===== src/rtl/debouncer_multi.sv =====
// rtl/debouncer_multi.sv - multi-channel switch debouncer with rise/fall pulses
//
// Each channel has a 2-flop synchroniser and a stability counter. The
// debounced level follows the synchronised input only after the input has
// disagreed with it for STABLE_CYCLES consecutive clocks.
//
// Ports:
//   clk_i      system clock, rising edge
//   rst_i      asynchronous active-high reset
//   sw_i       raw asynchronous switch inputs, bit n = channel n
//   db_o       debounced level per channel
//   rise_o     one-clock pulse when db_o[n] goes 0->1
//   fall_o     one-clock pulse when db_o[n] goes 1->0
//   any_chg_o  OR of all rise/fall pulses, aligned with them

module debouncer_multi #(
    parameter int             CH            = 4,
    parameter int             STABLE_CYCLES = 16,
    parameter int             CNT_W         = $clog2(STABLE_CYCLES),
    parameter logic [CH-1:0]  RST_VAL       = {CH{1'b0}}
) (
    input  logic          clk_i,
    input  logic          rst_i,
    input  logic [CH-1:0] sw_i,
    output logic [CH-1:0] db_o,
    output logic [CH-1:0] rise_o,
    output logic [CH-1:0] fall_o,
    output logic          any_chg_o
);

    localparam logic [CNT_W-1:0] CNT_MAX = CNT_W'(STABLE_CYCLES - 1);
    localparam logic [CNT_W-1:0] CNT_ONE = CNT_W'(1);

    logic [CH-1:0]            s1_q;
    logic [CH-1:0]            s2_q;
    logic [CH-1:0]            db_q,   db_d;
    logic [CH-1:0]            rise_q, rise_d;
    logic [CH-1:0]            fall_q, fall_d;
    logic                     any_q,  any_d;
    logic [CH-1:0][CNT_W-1:0] cnt_q,  cnt_d;

    // The counter encodes the per-channel state: zero while stable, counting
    // while the synchronised input disagrees with the debounced level.
    always_comb begin
        db_d   = db_q;
        cnt_d  = cnt_q;
        rise_d = '0;
        fall_d = '0;
        for (int n = 0; n < CH; n++) begin
            if (s2_q[n] == db_q[n]) begin
                // Any agreeing cycle (bounce back) restarts the count.
                cnt_d[n] = '0;
            end else if (cnt_q[n] == CNT_MAX) begin
                db_d[n]   = s2_q[n];
                cnt_d[n]  = '0;
                rise_d[n] = s2_q[n];
                fall_d[n] = ~s2_q[n];
            end else begin
                cnt_d[n] = cnt_q[n] + CNT_ONE;
            end
        end
        any_d = |(rise_d | fall_d);
    end

    always_ff @(posedge clk_i or posedge rst_i) begin
        if (rst_i) begin
            s1_q   <= RST_VAL;
            s2_q   <= RST_VAL;
            db_q   <= RST_VAL;
            cnt_q  <= '0;
            rise_q <= '0;
            fall_q <= '0;
            any_q  <= 1'b0;
        end else begin
            s1_q   <= sw_i;
            s2_q   <= s1_q;
            db_q   <= db_d;
            cnt_q  <= cnt_d;
            rise_q <= rise_d;
            fall_q <= fall_d;
            any_q  <= any_d;
        end
    end

    assign db_o      = db_q;
    assign rise_o    = rise_q;
    assign fall_o    = fall_q;
    assign any_chg_o = any_q;

endmodule


===== config.mk =====
export PLATFORM = sky130hd
export DESIGN_NAME = debouncer_multi
export DESIGN_NICKNAME = d
export VERILOG_FILES = /design/src/rtl/debouncer_multi.sv
export SDC_FILE = /design/constraint.sdc
export NUM_CORES = 1
export LEC_CHECK = 0
export CORE_UTILIZATION = 55
export DETAILED_ROUTE_END_ITERATION = 7
export GPL_TIMING_DRIVEN = 0
export PLACE_DENSITY = 0.8
export SETUP_SLACK_MARGIN = 0.05
export SYNTH_ARGS = -nofsm -noshare
export SYNTH_HDL_FRONTEND = slang
export SYNTH_SLANG_ARGS = --single-unit

===== constraint.sdc =====
create_clock -name clk_i -period 3.3 [get_ports clk_i]
set_clock_uncertainty 0.05 [all_clocks]
set_input_delay 0.66 -clock clk_i [delete_from_list [all_inputs] [get_ports clk_i]]
set_output_delay 0.66 -clock clk_i [all_outputs]
set_load 0.02 [all_outputs]

# [Word-level counts from Yosys, hierarchy flattened]
# Index checks and enable logic that the tools add are counted.
[totals] reg_bits=37 input_bits=6 out_inout_bits=13 word_cells=63
[op_classes] add_sub_neg=4 eq_ne=8 n_mux=24 bitwise=9 reduce_logical=5
[ops] cell="4-bit two-way mux" n=8
[ops] cell="4-bit by 1-bit adder with 4-bit output (second input constant)" n=4
[ops] cell="4-bit equality test (second input constant)" n=4
[ops] cell="1-bit two-way mux" n=16
[ops] cell="1-bit NOT" n=8
[ops] cell="2-bit AND reduction" n=4
[ops] cell="1-bit equality test" n=4
[ops] cell="4-bit bitwise OR" n=1
[ops] cell="4-bit OR reduction" n=1

# [Longest topological paths before layout]
[depth] word_depth=5 depth_mapped=4 ltp_nobuf=4

# [Worst setup path before layout]
# Ideal clock, no wire load.
[synth_path] kind="reg-to-reg" start="reg db_q[3] (netlist: db_o[3])" end="reg any_q (netlist: any_chg_o)" setup_ps=124 t_arrival_ps=1118 required_time_ps=3126 path_slack_ps=2008 stages_incl_launch_ff=4 path_buffers=0 period_less_slack_ps=1292 path_cell_list="dfrtp_1 -> xnor2_1 -> o22ai_1 -> or2_1"
[synth_between] elab_chain_len=4 elab_cells_between_ends=5 classes_between="eq/ne (1); mux (2); bitwise (1); reduce/logical (1)"
[synth_rtl] item="start, declared" line_no="36" source="logic [CH-1:0] db_q, db_d;"
[synth_rtl] item="start signal, assigned" line_no="69" source="db_q <= RST_VAL;"
[synth_rtl] item="start signal, assigned" line_no="77" source="db_q <= db_d;"
[synth_rtl] item="1-bit equality test *" line_no="50" source="if (s2_q[n] == db_q[n]) begin"
[synth_rtl] item="1-bit two-way mux" line_no="50"
[synth_rtl] item="4-bit bitwise OR *" line_no="62" source="any_d = |(rise_d | fall_d);"
[synth_rtl] item="4-bit OR reduction *" line_no="62"
[synth_rtl] item="net any_d" line_no="39" source="logic any_q, any_d;"
[synth_rtl] item="end signal, assigned" line_no="81" source="any_q <= any_d;"
[synth_rtl] item="end, declared" line_no="39"
# Mark *: on every way through the listed nets, which the timed path passes. The rest lies on a longest branch.
# A chain may end at the register's enable or synchronous reset.

# [Final worst setup path]
[layout_path] start="reg db_q[0] (netlist: db_o[0])" end="out db_o[0]"
[layout_rtl] item="end, declared" line_no="25" source="output logic [CH-1:0] db_o,"
# No word-level cell between the ends.

==> reports/summary.txt <==
Die area - 2730 µm²
Synth Register Bits - 37
CP max stage delay - 0.64 ns
# resized after CTS - 0
Critical path's slowest cell - clkdlybuf4s50_1
IO Count - 19
Synthesis Warnings - 0
Number of global-route vias before repair - 856
CP Max Fanout - 5
Leak Pwr - 0.732 nW
Proportion of layout cells with a drive suffix above 1 - 11.8%
Core Footprint - 2300 µm²
Cell Chain, Critical Path - clkdlybuf4s50_1
Post-route cell area - 1670 µm²
Wire length of the first global-routing pass - 3.64 mm
Setup_tns - 0 ns
Top post-synthesis cells by area - dfrtp_1 67%, nor3b_1 5.4%, xnor2_1 4.4%, ha_1 3.6%, mux2_2 3.2%
PwrDens - 475 nW/µm²
# nets final - 136
Worst slew pin tran - 0.726 ns
GR Overflow Total - 0
I/O Buffers - 18
Final setup violation count - 0
Post-Syn Nets - 111
Post-synthesis sequential area ratio - 66.7%
Tightest Hold Check Type - flop to flop
Worst slew margin - 51.5%
Final Cycle Share - 64.5%
Setup Crit Path Kind - flop to output pin
Worst Path Required - 2.59 ns
Die Ht - 52.2 µm
GRT Total Usage - 19.7%
Clk_lat worst skew - 0.34 ns
Achievable clock frequency - 0.470 GHz
Root buffer cell - clkbuf_4
WL/cell - 14.0 µm
Antenna Nets Post-Route - 0
Count leader, synth - dfrtp_1
DP HPWL - 1.54 mm
Cell area after synthesis - 1390 µm²
Final RePlAce weighted congestion - 0.640
Hold Vio Cnt, Final - 0
Die width - 52.2 µm
Syn_area_per_cell - 13.7 µm²
Setup crit start kind - flop
# hold bufs at CTS - 0
Status - finished, final reports clean
Via density - 5.54
Final wirelength - 2.17 mm
Post-CTS setup buffers - 0
Top delay family on crit path - buffers and inverters
Initial antenna violation count - 0
Area leader, netlist - dfrtp_1
Detailed Routing Iterations Pass 1 - 4
Final Util - 72.8%
CTS tree - yes
Max IR drop VDD - 0.000408 V
Hold WS - 0.317 ns
Pre-CTS setup slack - 1.01 ns
Synth top area share - 66.7%
Starting density of the core - 60.4%
# DRC - 0
WP data arrival - 1.42 ns
Maxcap violations - 0
Commonest cells post-synth - 37 x dfrtp_1, 10 x nor3b_1, 8 x a21oi_1, 7 x xnor2_1, 5 x inv_1
Drt first-iter violations - 13
Area Growth Syn to Fin - 20.6%
Final Max Slew Viols - 0
Post-synth EDFFs - 0
Vias - 859
Ys async rst share - 100%
Synth Instances - 101
Worst Setup End Kind - output pin
Largest net degree at the start of global routing - 38
Commonest register cell after synthesis - dfrtp_1
Row cnt - 17
H-Tree Level Count - 2
Placed cell area - 1600 µm²
CTS clk-pin slew, worst paths - 0.10 ns
Cts bufs inserted - 5
Setup repair after global routing missed its margin - false
Diode count - 0
Min setup slack post-route - 1.17 ns
CP bufs+invs - 1
Synth cell types - 18
Minimum clock period - 2.13 ns
Clock buffer depth - 2
Clock sink total - 37
final cells by class:
class	instances	area, µm²
timing repair buffer	18	180
tap	28	35.0
multi-input combinational	59	443
inverter	5	18.8
clock inverter	1	5.00
fill	165	624
clock buffer	7	65.1
sequential	37	926
registers in the layout (all words and copies together) (netlist names):
name / cells
s2_q: 4
rise_o: 4
cnt_q: 16
s1_q: 4
any_chg_o: 1
db_o: 4
fall_o: 4
logic make-up (layout without fill, tap and decap cells):
| family | after synthesis | in the layout | synth area share [%] |
|---|---|---|---|
| flops | 37 | 37 | 66.7 |
| simple gates | 27 | 27 | 13.0 |
| compound gates | 16 | 16 | 6.49 |
| xor+xnor | 8 | 8 | 5.59 |
| buf+inv | 5 | 31 | 1.35 |
| fa+ha+maj | 4 | 4 | 3.61 |
| mux | 4 | 4 | 3.25 |
power by group:
part	switching (mW)	leakage [nW]	internal (mW)
sequential	0.0166	0.488	0.470
combinational	0.0227	0.202	0.0219
clock	0.140	0.0413	0.123
cells in the final DEF, fill, tap and decap left out, drive strengths merged:
cell type      count
ha                 4
dfrtp             37
a21oi              8
nor2b              2
o21ai              4
clkbuf             7
mux2               4
or2                1
clkinv             1
clkdlybuf4s50     18
nand3              4
nand4b             4
a311oi             2
and2b              2
o22ai              2
inv                5
nor3b             10
nor2               4
xnor2              8
metal layers:
metal	track usage, %	part of all wire [%]	vias up
met2	33.8	53	23
met3	9.57	4.8	2
met1	21.1	41	426
met4	6.58	0.92	0
met5	0	0	-
li1	-	-	408
metrics by stage:
step                cells  total power [mW]
CTS                   155             0.806
detailed placement    147             0.541
floorplan             101             0.523
finish                155             0.795
global route          155             0.833
global placement      147             0.536
worst paths after layout:
check | start | end | slack [ns] | cells past startpoint
max in group asynchronous | rst_i | fall_o[1]$_DFF_PP0_ | 2.03 | 2
worst min register to register | s1_q[2]$_DFF_PP0_ | s2_q[2]$_DFF_PP0_ | 0.32 | 0
min in group asynchronous | rst_i | s2_q[3]$_DFF_PP0_ | 0.70 | 2
worst max register to register | cnt_q[0]$_DFF_PP0_ | db_o[0]$_DFFE_PP0P_ | 1.89 | 3
worst max-delay path | db_o[0]$_DFFE_PP0P_ | db_o[0] | 1.17 | 1
worst min-delay path | s1_q[2]$_DFF_PP0_ | s2_q[2]$_DFF_PP0_ | 0.32 | 0
Power figures use the tool's default switching activity.
